`src/rtl/delay_ctrl.sv`:
```
// Programmable delay line over an external circular RAM.
// Samples are written at wr_ptr and read back D_eff samples later once the line has filled.
module delay_ctrl #(
   parameter  int WIDTH     = 16,
   parameter  int MAX_DEPTH = 1024,
   localparam int AW        = $clog2(MAX_DEPTH)
) (
   input  logic             clk,
   input  logic             rst,
   input  logic [AW-1:0]    cfg_depth,
   input  logic             cfg_load,
   output logic             cfg_err,
   input  logic             in_valid,
   input  logic [WIDTH-1:0] in_data,
   output logic             ram_we,
   output logic [AW-1:0]    ram_waddr,
   output logic [WIDTH-1:0] ram_wdata,
   output logic             ram_re,
   output logic [AW-1:0]    ram_raddr,
   input  logic [WIDTH-1:0] ram_rdata,
   output logic             out_valid,
   output logic [WIDTH-1:0] out_data,
   output logic [1:0]       state,
   output logic [AW-1:0]    fill_level
);

   typedef enum logic [1:0] {
      IDLE = 2'd0,
      FILL = 2'd1,
      RUN  = 2'd2
   } state_t;

   localparam logic [AW-1:0] ONE     = AW'(1);
   localparam logic [AW-1:0] LAST    = AW'(MAX_DEPTH - 1);
   localparam logic [AW:0]   DMAX    = (AW+1)'(MAX_DEPTH - 1);
   localparam logic [AW:0]   DEPTH_W = (AW+1)'(MAX_DEPTH);

   state_t        cur, nxt;
   logic [AW-1:0] wr_ptr;
   logic [AW-1:0] fill_cnt;
   logic [AW-1:0] d_eff;
   logic [AW-1:0] d_clamp;
   logic          bad_depth;
   logic          accept;
   logic          rd;
   logic          re_q;
   logic          err_q;
   logic [AW:0]   diff;
   logic [AW:0]   raddr_w;

   // Depth is clamped into [1, MAX_DEPTH-1] so a read never aliases the write slot.
   always_comb begin
      bad_depth = 1'b0;
      d_clamp   = cfg_depth;
      if (cfg_depth == '0) begin
         bad_depth = 1'b1;
         d_clamp   = ONE;
      end else if ({1'b0, cfg_depth} > DMAX) begin
         bad_depth = 1'b1;
         d_clamp   = LAST;
      end
   end

   // State register
   always_ff @(posedge clk) begin
      if (rst) cur <= IDLE;
      else     cur <= nxt;
   end

   // Next-state logic; FILL ends on the sample that brings the fill level up to D_eff
   always_comb begin
      nxt = cur;
      if (cfg_load) begin
         nxt = FILL;
      end else begin
         case (cur)
            FILL:    if (accept && (fill_cnt == d_eff - ONE)) nxt = RUN;
            RUN:     nxt = RUN;
            default: nxt = IDLE;
         endcase
      end
   end

   // Output logic: RAM strobes are combinational in the accepting cycle
   always_comb begin
      accept    = in_valid && !rst && !cfg_load && ((cur == FILL) || (cur == RUN));
      rd        = accept && (cur == RUN);
      diff      = {1'b0, wr_ptr} - {1'b0, d_eff};
      raddr_w   = diff[AW] ? (diff + DEPTH_W) : diff;
      ram_we    = accept;
      ram_waddr = accept ? wr_ptr : '0;
      ram_wdata = accept ? in_data : '0;
      ram_re    = rd;
      ram_raddr = rd ? raddr_w[AW-1:0] : '0;
   end

   always_ff @(posedge clk) begin
      if (rst) begin
         wr_ptr   <= '0;
         fill_cnt <= '0;
         d_eff    <= ONE;
         re_q     <= 1'b0;
         err_q    <= 1'b0;
      end else begin
         err_q <= cfg_load && bad_depth;
         re_q  <= rd;
         if (cfg_load) begin
            d_eff    <= d_clamp;
            wr_ptr   <= '0;
            fill_cnt <= '0;
         end else if (accept) begin
            wr_ptr <= (wr_ptr == LAST) ? '0 : wr_ptr + ONE;
            if ((cur == FILL) && (fill_cnt != d_eff))
               fill_cnt <= fill_cnt + ONE;
         end
      end
   end

   assign cfg_err    = err_q;
   assign out_valid  = re_q;
   assign out_data   = re_q ? ram_rdata : '0;
   assign state      = cur;
   assign fill_level = fill_cnt;

endmodule

```
`config.mk`:
```
export PLATFORM = sky130hd
export DESIGN_NAME = delay_ctrl
export DESIGN_NICKNAME = d
export VERILOG_FILES = /design/src/rtl/delay_ctrl.sv
export SDC_FILE = /design/constraint.sdc
export NUM_CORES = 1
export LEC_CHECK = 0
export BUFFER_PORTS_ARGS = -buffer_cell sky130_fd_sc_hd__buf_2
export CAP_MARGIN = 20
export CORE_UTILIZATION = 43
export CTS_CLUSTER_SIZE = 14
export DETAILED_ROUTE_END_ITERATION = 8
export PLACE_DENSITY = 0.85
export SYNTH_ARGS = -nofsm -noshare
export SYNTH_HDL_FRONTEND = slang
export SYNTH_SLANG_ARGS = --single-unit
```
`constraint.sdc`:
```
create_clock -name clk -period 2.25 [get_ports clk]
set_input_delay 0.1125 -clock clk [delete_from_list [all_inputs] [get_ports clk]]
set_output_delay 0.1125 -clock clk [all_outputs]
set_load 0.05 [all_outputs]
```
Word-level counts from Yosys, hierarchy flattened
Cells that the tools add are included.

Bits in registers: 34. Input bits: 46. Output and inout port bits: 68. Logic and storage cells: 43.

Add/sub/neg operators: 5. Equal/unequal tests: 7. Multiplexer cells: 11. Reductions and logical operators: 13.

Operator list (count): 10-bit two-way mux (5); 16-bit two-way mux (2); 10-bit by 1-bit adder with 10-bit output (second input constant) (3); 10-bit by 10-bit subtractor with 11-bit output (1); 10-bit equality test (1); 10-bit equality test (second input constant) (1); 10-bit zero test (1); 10-bit != test (1); 10-bit by 1-bit subtractor with 10-bit output (second input constant) (1); 1-bit logical AND (7); 2-bit case mux with 2 select lines (1); 3-bit != test (second input constant) (1); 2-bit by 1-bit equality test with 1-bit output (second input constant) (1); 2-bit equality test (second input constant) (1); 1-bit zero test (2); 1-bit two-way mux (2); 2-bit two-way mux (1); 2-bit != test (second input constant) (1); 2-bit AND reduction (1); 2-bit OR reduction (1); 1-bit logical OR (1).

Depth between registers and ports, before layout
Gate-level depths: netlist of the first run.

Word-level depth: 8. Gate-level depth with buffers: 10. Depth with buffers taken out: 10.

Worst setup path after synthesis of the first run
No wires, ideal clock.

Path type: register to output. Start: register cur[0], in the netlist state[0]. End: output port ram_raddr[7]. Arrival: 2930 ps. Required time: 2138 ps. Setup slack: -793 ps. Cell stages (with the launch flop): 10. Cell sequence: dfxtp_1 -> inv_1 -> ha_1 -> nor2b_1 -> nand2_1 -> inv_2 -> nand2_1 -> inv_1 -> nand2_1 -> mux2i_1.

Longest elaborated chain between the ends: 5. Elaborated cells between the ends (all ways): 6. Those cells by class: eq/ne (2); mux (1); reduce/logical (3).

RTL lines: start: declaration (RTL line 38) `state_t cur, nxt;`; start signal: assignment (RTL line 67) `else cur <= nxt;`; 2-bit by 1-bit equality test with 1-bit output or 2-bit equality test (tied branches) (RTL line 86, 87); 1-bit logical OR (RTL line 86) `accept = in_valid && !rst && !cfg_load && ((cur == FILL) || (cur == RUN));`; 1-bit logical AND (RTL line 86); 1-bit logical AND (*) (RTL line 87) `rd = accept && (cur == RUN);`; net ram_re (RTL line 18) `output logic ram_re,`; 10-bit two-way mux (*) (RTL line 94) `ram_raddr = rd ? raddr_w[AW-1:0] : '0;`; end: declaration (RTL line 19) `output logic [AW-1:0] ram_raddr,`.

Mark *: on every way through the listed nets, which the timed path passes. The rest lies on a longest branch.

Final worst setup path of the first run
Start: register wr_ptr[0]. End: output port ram_raddr[8].

Longest elaborated chain between the ends: 4.

RTL lines: start: declaration (RTL line 39) `logic [AW-1:0] wr_ptr;`; start signal: assignment (RTL line 112) `wr_ptr <= (wr_ptr == LAST) ? '0 : wr_ptr + ONE;`; 10-bit by 10-bit subtractor with 11-bit output (*) (RTL line 88) `diff = {1'b0, wr_ptr} - {1'b0, d_eff};`; 10-bit by 1-bit adder with 10-bit output (RTL line 89) `raddr_w = diff[AW] ? (diff + DEPTH_W) : diff;`; 10-bit two-way mux (*) (RTL line 89); 10-bit two-way mux (*) (RTL line 94).

Every way passes the cells marked *; elsewhere a longest branch is shown, timed or not.

==> results of run 1 <==
cells by family after synthesis:
logic type	Yosys count	synth area share, %
fa+ha+maj	15	7.67
compound gates	40	11.5
simple gates	157	32.5
buf+inv	34	5.85
flops	34	26.8
mux	12	4.72
xor+xnor	32	11.0
tightest hold or removal path, cell delays in order:
cell and delay [ns]:
buf_2 0.09, mux2i_1 0.06, nor2_1 0.07
state kept, by name (all words and copies together) (netlist names):
register	count
cfg_err	1
d_eff	10
fill_level	10
out_valid	1
state	2
wr_ptr	10
metal layers:
layer / share of wire (%) / track usage [%] / vias up
li1: - / - / 1384
met1: 37 / 29.5 / 1381
met2: 49 / 45.0 / 175
met3: 8.9 / 5.29 / 37
met4: 4.4 / 13.5 / 0
met5: 0 / 0 / -
layout make-up:
| class | instances | share of cell area, % |
|---|---|---|
| Timing Repair Buffer | 149 | 23.0 |
| Multi-Input combinational cell | 256 | 52.0 |
| Inverter | 21 | 2.21 |
| Clock buffer | 7 | 2.25 |
| Tap cell | 72 | 2.34 |
| Clock inverter | 1 | 0.130 |
| Sequential cell | 34 | 18.1 |
through the flow:
stage	TNS, ns	cells	cell area [um2]	hold WS [ns]
2_1_floorplan	-0.0626	324	2650	0.189
3_3_place_gp	-0.0249	525	3450	0.363
3_5_place_dp	-0.166	525	3450	0.373
4_1_cts	-0.710	539	3700	0.0729
5_1_grt	-1.99	540	3840	0.0977
6_report	-1.03	540	3840	0.0705
path summary, 6_finish.rpt:
| check | to | slack, ns |
|---|---|---|
| setup / recovery | ram_raddr[8] | -0.36 |
| hold / removal | d_eff[5]$_SDFFE_PP0P_ | 0.07 |
| setup reg to reg | state[1]$_SDFFE_PP0P_ | 0.04 |
| hold reg to reg | wr_ptr[9]$_SDFFE_PP0P_ | 0.54 |
where the power goes:
part	switching, uW	leakage [uW]	internal (uW)	total (uW)
combinational	192	0.00158	157	349
clock	232	0.0000482	247	479
sequential	16.2	0.000279	614	630
total	440	0.00190	1020	1460
what timing repair did:
action                     in CTS  in global routing
setup endpoints to repair       9                 13
gates resized for setup        32                 32
setup buffers                   6                  2
pin swaps                      13                 16
cell usage in the layout (no fill, tap or decap), types with 2 or more instances in the layout:
cell	instances
a21oi_1	6
a21oi_2	3
nand2_1	13
or3_1	4
clkbuf_8	6
mux2i_4	2
buf_4	34
nor4_1	3
nor2_2	3
buf_6	7
ha_1	10
xor2_1	24
inv_2	3
nor2_1	39
dfxtp_4	2
and2_1	32
nor2b_4	2
ha_4	3
buf_2	107
mux2i_1	10
and3_1	4
o211ai_1	3
nand2b_1	5
inv_1	16
o21ai_0	3
nand2_2	5
and2_2	9
nand4_1	9
o31ai_1	2
dfxtp_2	5
nor3_1	3
or2_0	2
dfxtp_1	27
xnor2_1	6
nor3_4	2
nand3_1	8
==> results.ini, run 1 <==
[floorplanning]
die_x_um=78.9
die-area_um2=6230
fp.dieH_um=78.9
coreArea_um2=5610
rows=27
io_pins=114
start_util_pct=45.4

[timing]
setup_viol=6
relSlewSlack_pct=55.7
fin_skew_ns=0.00706
min_period_ns=2.61
drv_slew=0
hold_viol=0
setup_ws_ns=-0.361
finalCritPeriodShare_pct=116
max_freq_mhz=383
worst_slew_pin_slew_ns=0.659
rsz0062_at_grt=yes

[drt]
post_drt_wl_per_cell_um=16.3
viasPerCell=5.51
drt_iter0_drc=233
drc=0
ant_nets=0
drt_wl_total_um=8780
drt_first_pass_iters=5
via_count=2977

[clock_network]
cts.path.max_buffers=2
cts_max_level=2
cts_root_buf=clkbuf_8
clk_pin_slew_ns=0.07
cts.sinks=34
cts_tree=built
hold_buffers=0
cts_made_buffers=5
clock_latency_ns=0.30

[pwr]
p_total_uw=1460
vdd_drop_max_mv=0.314
p_leak_uw=0.00190
powerDensity_nw_per_um2=379

[finish]
area_delta_synth_final_pct=51.2
seqCellArea_um2=694
fillerInstances=409
num_antenna_cells=0
final_util_pct=68.6
layout.nets=528
multi_input_area_um2=2000
final_layout_size_suffix_gt1_share_pct=47.9

[worst_hold_path]
hold_path.startpoint=cfg_depth[5]
hold_path_class=primary input to flip-flop
min_path_cells=3

[critical_path]
cp-end-kind=output pin
crit_path_frequent_cell=inv_2
max_stage_delay_ns=0.35
crit_slowest_cell=a2111oi_4
crit_buf_inv=3
crit_chain=inv_2, ha_4, inv_2, fa_2, a21o_1, a21oi_2, o21bai_2, a2111oi_4, or4_4, nand2_2, buf_8
arrival_ns=2.50
path_class=flip-flop to output pin
critPathRequiredTime_ns=2.14
startpoint=wr_ptr[0]$_SDFFE_PP0P_
crit_fanout=2
path_depth=11
cpLargestDelayFamily=compound AO/OA/AOI/OAI gates
r2r_start=d_eff[0]$_SDFFE_PP1P_
cp-start-kind=flip-flop
r2r_cells=8

[placed_design]
place_hpwl_um=5760
post-place-ws_ns=-0.123
io_buffers=113
place_congestion=0.975

[synth]
ys_async_sr_fraction_pct=0
ys_top_cells_by_count=and2_1, nor2_1, dfxtp_1
netlist_area_um2=2540
ys_ff_latch=34
ys_warn_count=0
syn_inst=324
synth_fp_nets=385
ys_seq_area_share_pct=26.8
synth_top_area_share_pct=26.8
synth.area.top_cells=dfxtp_1, and2_1, xor2_1
syn_area_per_cell_um2=7.85
yosys.area.top_type=dfxtp_1
synth_edf_count=0
ys.flop_type=dfxtp_1
synth.distinct_cells=52

[global_route]
grt_pass1_vias=2696
antenna_found_initial=0
grt_max_degree=27
grt_pass1_wl_um=12400
grt_overflow_total=0
groute.usage.overall_pct=25.8

[outcome]
violations=setup timing
status=finished with violations

[flow_run]
max_cap_viol_count=0

Note: power is estimated with default switching activity, not from simulation.
==> inputs of run 2 (changes only) <==
--- a/config.mk
+++ b/config.mk
@@ -5,9 +5,10 @@
 export SDC_FILE = /design/constraint.sdc
 export NUM_CORES = 1
 export LEC_CHECK = 0
+export ABC_AREA = 1
 export BUFFER_PORTS_ARGS = -buffer_cell sky130_fd_sc_hd__buf_2
 export CAP_MARGIN = 20
-export CORE_UTILIZATION = 43
+export CORE_UTILIZATION = 44
 export CTS_CLUSTER_SIZE = 14
 export DETAILED_ROUTE_END_ITERATION = 8
 export PLACE_DENSITY = 0.85
==> results.ini, run 2 <==
[outcome]
status=complete, no violations

[timing]
relSlewSlack_pct=63.6  ; +7.9 points
drv_slew=0  ; unchanged
worst_slew_pin_slew_ns=0.542  ; -0.118 ns
rsz0062_at_grt=yes
max_freq_mhz=461  ; +20%
finalCritPeriodShare_pct=96.5  ; -20 points
setup_viol=0  ; -6
hold_viol=0  ; unchanged
fin_skew_ns=0.00945  ; +0.00239 ns
min_period_ns=2.17  ; -0.440 ns
setup_ws_ns=0.0789  ; +0.440 ns

[synth]
ys.flop_type=dfxtp_1
ys_ff_latch=34  ; unchanged
synth.distinct_cells=34  ; -35%
synth_edf_count=0  ; unchanged
synth_top_area_share_pct=24.5  ; -2.2 points
syn_area_per_cell_um2=6.05  ; -23%
synth.area.top_cells=dfxtp_1, nand2_1, inv_1
syn_inst=459  ; +42%
ys_seq_area_share_pct=24.5  ; -2.2 points
synth_fp_nets=520  ; +35%
netlist_area_um2=2780  ; +9.1%
yosys.area.top_type=dfxtp_1
ys_top_cells_by_count=nand2_1, inv_1, nor2_1
ys_async_sr_fraction_pct=0  ; unchanged
synth_most_common_cell=nand2_1
ys_warn_count=0  ; unchanged

[finish]
final_util_pct=62.8  ; -5.7 points
final_layout_size_suffix_gt1_share_pct=31.8  ; -16 points
layout.nets=641  ; +21%
final_common_cell=buf_2
layout_common_cells=buf_2, nand2_1, inv_1, nor2_1, nand3_1
num_antenna_cells=0  ; unchanged
fin_area_um2=3760  ; -2.1%
area_delta_synth_final_pct=35.6

[pwr]
p_leak_uw=0.00207  ; +8.9%
vdd_drop_max_mv=0.340  ; +8.2%
powerDensity_nw_per_um2=374  ; -1.4%

[drt]
drt_first_pass_iters=5  ; unchanged
ant_nets=0  ; unchanged
via_count=3292  ; +11%
drt_iter0_drc=201  ; -14%
viasPerCell=5.02  ; -9.0%
drc=0  ; unchanged
drt_wl_total_um=7940  ; -9.5%
post_drt_wl_per_cell_um=12.1  ; -26%

[worst_hold_path]
hold_path_class=primary input to flip-flop

[global_route]
groute.usage.overall_pct=23.9  ; -1.9 points
antenna_found_initial=0  ; unchanged
grt_overflow_total=0  ; unchanged
grt_pass1_vias=2829  ; +4.9%
grt_max_degree=36  ; +33%
grt_pass1_wl_um=12400  ; +0.17%

[floorplanning]
io_pins=114  ; unchanged
coreArea_um2=5990  ; +6.8%
die_x_um=81.4  ; +3.2%
fp.dieH_um=81.4  ; +3.2%
start_util_pct=46.3  ; +0.99 points
rows=28  ; +3.7%
die-area_um2=6630  ; +6.5%

[critical_path]
crit_chain=inv_2, ha_1, a21oi_1, o21ai_2, nor2_1, o21bai_1, buf_4, a21oi_4, buf_6
arrival_ns=2.06  ; -0.44 ns
crit_buf_inv=3  ; unchanged
max_stage_delay_ns=0.40  ; +0.05 ns
crit_fanout=4  ; +2
cp-start-kind=flip-flop
crit_slowest_cell=dfxtp_1
cpLargestDelayFamily=compound AO/OA/AOI/OAI gates
path_class=flip-flop to output pin
cp-end-kind=output pin
critPathRequiredTime_ns=2.14  ; about the same

[placed_design]
post-place-ws_ns=0.0231  ; +0.146 ns
dpl_cell_area_um2=3540  ; +2.8%
place_hpwl_um=6160  ; +6.9%
place_congestion=0.917  ; -5.9%
io_buffers=113  ; unchanged

[clock_network]
hold_buffers=0  ; unchanged
clock_latency_ns=0.29  ; about the same
cts_root_buf=clkbuf_8
cts_made_buffers=5  ; unchanged
cts_max_level=2  ; unchanged
cts.path.max_buffers=2  ; unchanged
cts.sinks=34  ; unchanged
cts_tree=built
clk_pin_slew_ns=0.07  ; about the same

[flow_run]
max_cap_viol_count=0  ; unchanged

run 2: cell count changes after synthesis, sizes merged, moves of 6 or more:
cell,change
nor2,+27
and2,-42
nand3,+30
xor2,-14
mux2i,-12
nor3,+10
and3,-6
o21ai,+13
a21oi,+19
nand2,+84
inv,+66
run 2: through the flow:
stage	setup TNS, ns	cells	power (uW)	hold slack, ns
global route	-0.0264	656	1470	0.0882
global placement	0	647	925	0.339
floorplan	-0.991	459	833	0.225
CTS	0	656	1400	0.0500
finish	0	656	1410	0.0547
detailed placement	0	647	930	0.347
run 2: routing by layer:
layer,share of wire (%),GRT usage (%),up-vias
li1,-,-,1677
met1,44,30.5,1457
met2,48,41.5,150
met3,7.0,3.22,8
met4,1.2,6.79,0
met5,0,0,-
run 2: path summary, 6_finish.rpt:
kind / from / end / slack, ns / cells past startpoint
worst max register to register: state[0]$_SDFFE_PP0P_ / fill_level[5]$_SDFFE_PP0P_ / 0.28 / 9
worst min-delay path: cfg_depth[3] / d_eff[3]$_SDFFE_PP0P_ / 0.05 / 3
worst max-delay path: d_eff[2]$_SDFFE_PP0P_ / ram_raddr[7] / 0.08 / 9
worst min register to register: d_eff[9]$_SDFFE_PP0P_ / d_eff[9]$_SDFFE_PP0P_ / 0.53 / 2
run 2: final cells by class:
| type | count | area (um2) |
|---|---|---|
| Fill cell | 531 | 2230 |
| Multi-Input combinational cell | 325 | 1870 |
| Sequential cell | 34 | 691 |
| Timing Repair Buffer | 126 | 687 |
| Inverter | 88 | 335 |
| Tap cell | 75 | 93.8 |
| Clock buffer | 7 | 86.3 |
| Clock inverter | 1 | 5.00 |
run 2: kinds of logic after synthesis:
logic type | share of synthesized area, %
AO/OA/AOI/OAI | 10.8
XOR/XNOR | 6.62
AND/OR/NAND/NOR | 37.1
flip-flops | 24.5
buffers and inverters | 14.0
adder cells (fa/ha/maj) | 7.03
run 2: worst reg2reg max path, cell delays in order (launching register included):
cell and delay, ns:
dfxtp_2 0.35, inv_1 0.06, ha_1 0.32, nor2_2 0.15, nand2_4 0.07, buf_4 0.25
nor2_1 0.23, buf_4 0.21, nand3_1 0.10, a21oi_1 0.17
run 2: what timing repair did:
| item | 4_1_cts | 5_1_grt |
|---|---|---|
| hold endpoints to repair | 0 | 0 |
| buffers inserted | 1 | 0 |
| pin swaps | 1 | 2 |
| endpoints found under the setup margin | 5 | 6 |
| resized for setup | 17 | 20 |
run 2: power by group:
group	leakage, uW	internal [uW]	switching [uW]
clock	0.0000482	247	222
sequential	0.000278	617	14.7
combinational	0.00174	115	193
==> inputs of run 3 (changes only) <==
--- a/config.mk
+++ b/config.mk
@@ -6,12 +6,14 @@
 export NUM_CORES = 1
 export LEC_CHECK = 0
 export ABC_AREA = 1
+export ABC_CLOCK_PERIOD_IN_PS = 2350
 export BUFFER_PORTS_ARGS = -buffer_cell sky130_fd_sc_hd__buf_2
 export CAP_MARGIN = 20
-export CORE_UTILIZATION = 44
+export CORE_ASPECT_RATIO = 0.5
+export CORE_UTILIZATION = 45
 export CTS_CLUSTER_SIZE = 14
 export DETAILED_ROUTE_END_ITERATION = 8
-export PLACE_DENSITY = 0.85
+export PLACE_DENSITY = 0.83
 export SYNTH_ARGS = -nofsm -noshare
 export SYNTH_HDL_FRONTEND = slang
 export SYNTH_SLANG_ARGS = --single-unit
==> constraint.sdc (replaced) <==
create_clock -name clk -period 2.35 [get_ports clk]
set_input_delay 0.1175 -clock clk [delete_from_list [all_inputs] [get_ports clk]]
set_output_delay 0.1175 -clock clk [all_outputs]
set_load 0.05 [all_outputs]
==> results.ini, run 3 (synthesis results as in run 2) <==
[placed_design]
dpl_cell_area_um2=3500  ; -1.1%
place_hpwl_um=5980  ; -3.0%
io_buffers=113  ; unchanged
dp_cells=641  ; -0.93%
place_congestion=0.908  ; -1.0%

[critical_path]
arrival_ns=2.24  ; +0.18 ns
cpLargestDelayFamily=simple AND/OR/NAND/NOR gates
crit_chain=inv_1, ha_1, nand2_1, nor3_2, nand3_1, nand4_1, o21ai_2, a21oi_4, buf_4
cp-start-kind=flip-flop
r2r_setup_slack_ns=0.36  ; +0.08 ns
crit_slowest_cell=dfxtp_2
r2r_cells=12  ; +3
crit_buf_inv=2  ; -1
path_class=flip-flop to output pin
crit_fanout=5  ; +1
reg2reg_to=wr_ptr[7]$_SDFFE_PP0P_
max_stage_delay_ns=0.38  ; -0.02 ns
critPathRequiredTime_ns=2.23  ; +0.09 ns
startpoint=d_eff[5]$_SDFFE_PP0P_
r2r_start=state[0]$_SDFFE_PP0P_
cp-end-kind=output pin

[floorplanning]
rows=19  ; -32%
fp.dieH_um=57.5  ; -29%
start_util_pct=48.7  ; +2.3 points
coreArea_um2=5710  ; -4.8%
die-area_um2=6510  ; -1.9%
io_pins=114  ; unchanged
die_x_um=113  ; +39%

[global_route]
grt_pass1_wl_um=12500  ; +1.2%
grt_pass1_vias=2909  ; +2.8%
grt_overflow_total=0  ; unchanged
antenna_found_initial=0  ; unchanged
grt_max_degree=34  ; -5.6%
groute.usage.overall_pct=24.2  ; +0.33 points

[clock_network]
clock_latency_ns=0.28  ; about the same
cts_tree=built
cts_root_buf=clkbuf_16
cts.path.max_buffers=2  ; unchanged
cts_max_level=2  ; unchanged
clk_pin_slew_ns=0.06  ; about the same
cts.sinks=34  ; unchanged
cts_made_buffers=5  ; unchanged
hold_buffers=0  ; unchanged

[drt]
drt_iter0_drc=150  ; -25%
ant_nets=0  ; unchanged
viasPerCell=5.02  ; about the same
via_count=3263  ; -0.88%
drt_first_pass_iters=5  ; unchanged
drc=0  ; unchanged
drt_wl_total_um=8120  ; +2.3%
post_drt_wl_per_cell_um=12.5  ; +3.2%

[timing]
worst_slew_pin_slew_ns=0.477  ; -0.0643 ns
setup_viol=1  ; +1
fin_tns_setup_ns=-0.00276  ; -0.00276 ns
fin_skew_ns=0.00490  ; -0.00454 ns
relSlewSlack_pct=68.1  ; +4.6 points
min_period_ns=2.35
max_freq_mhz=425
hold_viol=0  ; unchanged
setup_ws_ns=-0.00276  ; -0.0816 ns
drv_slew=0  ; unchanged
finalCritPeriodShare_pct=100

[finish]
fin_area_um2=3810  ; +1.3%
final_layout_size_suffix_gt1_share_pct=31.0  ; -0.82 points
layout_common_cells=buf_2, nand2_1, inv_1, nor2_1, nand3_1
final_common_cell=buf_2
fin_cells=650  ; -0.91%
num_antenna_cells=0  ; unchanged
area_delta_synth_final_pct=37.3
layout.nets=637  ; -0.62%

[worst_hold_path]
hold_path.startpoint=cfg_depth[5]
min_path_cells=3  ; unchanged
hold_path_class=primary input to flip-flop
hold_end=d_eff[5]$_SDFFE_PP0P_

[outcome]
violations=setup timing
status=finished with violations

[pwr]
vdd_drop_max_mv=0.366  ; +7.5%
powerDensity_nw_per_um2=415  ; +11%
p_leak_uw=0.00208  ; +0.63%

[flow_run]
max_cap_viol_count=0  ; unchanged

run 3: power breakdown:
group	internal, uW	switching (uW)
Clock	420	254
Combinational	111	188
Sequential	591	14.9
run 3: final cells by class:
type                       count  area [um2]
multi-input combinational    325        1900
fill                         518        1890
sequential                    34         688
timing repair buffer         122         651
inverter                      88         333
clock buffer                   7         143
tap                           73        91.3
clock inverter                 1        5.00
run 3: how the worst max path moves through the flow:
| stage | endpoint | slack, ns | cells after the start |
|---|---|---|---|
| finish | ram_raddr[9] | -0.003 | 9 |
| global route | ram_raddr[9] | -0.06 | 9 |
| CTS | ram_raddr[9] | 0.01 | 9 |
| detailed placement | ram_raddr[6] | 0.12 | 11 |
| global placement | ram_raddr[6] | 0.17 | 11 |
| floorplan | ram_raddr[3] | -0.05 | 7 |
run 3: what timing repair did:
item / in CTS / in global routing
resized for setup: 15 / 23
endpoints found under the setup margin: 3 / 6
setup buffers: 0 / 1
pin swaps: 0 / 5
run 3: worst register-to-register path: stages (launching register included):
cell and delay [ns]:
dfxtp_2 0.34, inv_1 0.05, ha_1 0.30, nor2_1 0.18, nand2_4 0.09, buf_4 0.25
nor3_4 0.24, nand3_2 0.10, nor2_2 0.13, nand2_1 0.07, nand2_1 0.07, nand2_1 0.06
nor2_2 0.06
run 3: through the flow:
step	utilization [%]	hold WS [ns]	power, uW	setup WS, ns
after global placement	61.4	0.345	881	0.173
final	66.8	0.0573	1580	-0.00276
after global routing	66.8	0.0830	1640	-0.0606
after floorplan	-	0.230	797	-0.0483
after detailed placement	61.4	0.343	886	0.115
after CTS	64.9	0.0583	1560	0.0147
run 3: routing by layer:
| layer | vias to the layer above | part of all wire, % | GRT usage (%) | wire length, um |
|---|---|---|---|---|
| met5 | - | 0 | 0 | 0 |
| met4 | 0 | 2.1 | 9.77 | 170 |
| met3 | 16 | 7.0 | 5.42 | 570 |
| met2 | 117 | 47 | 43.1 | 3810 |
| met1 | 1454 | 44 | 28.7 | 3570 |
| li1 | 1676 | - | - | - |
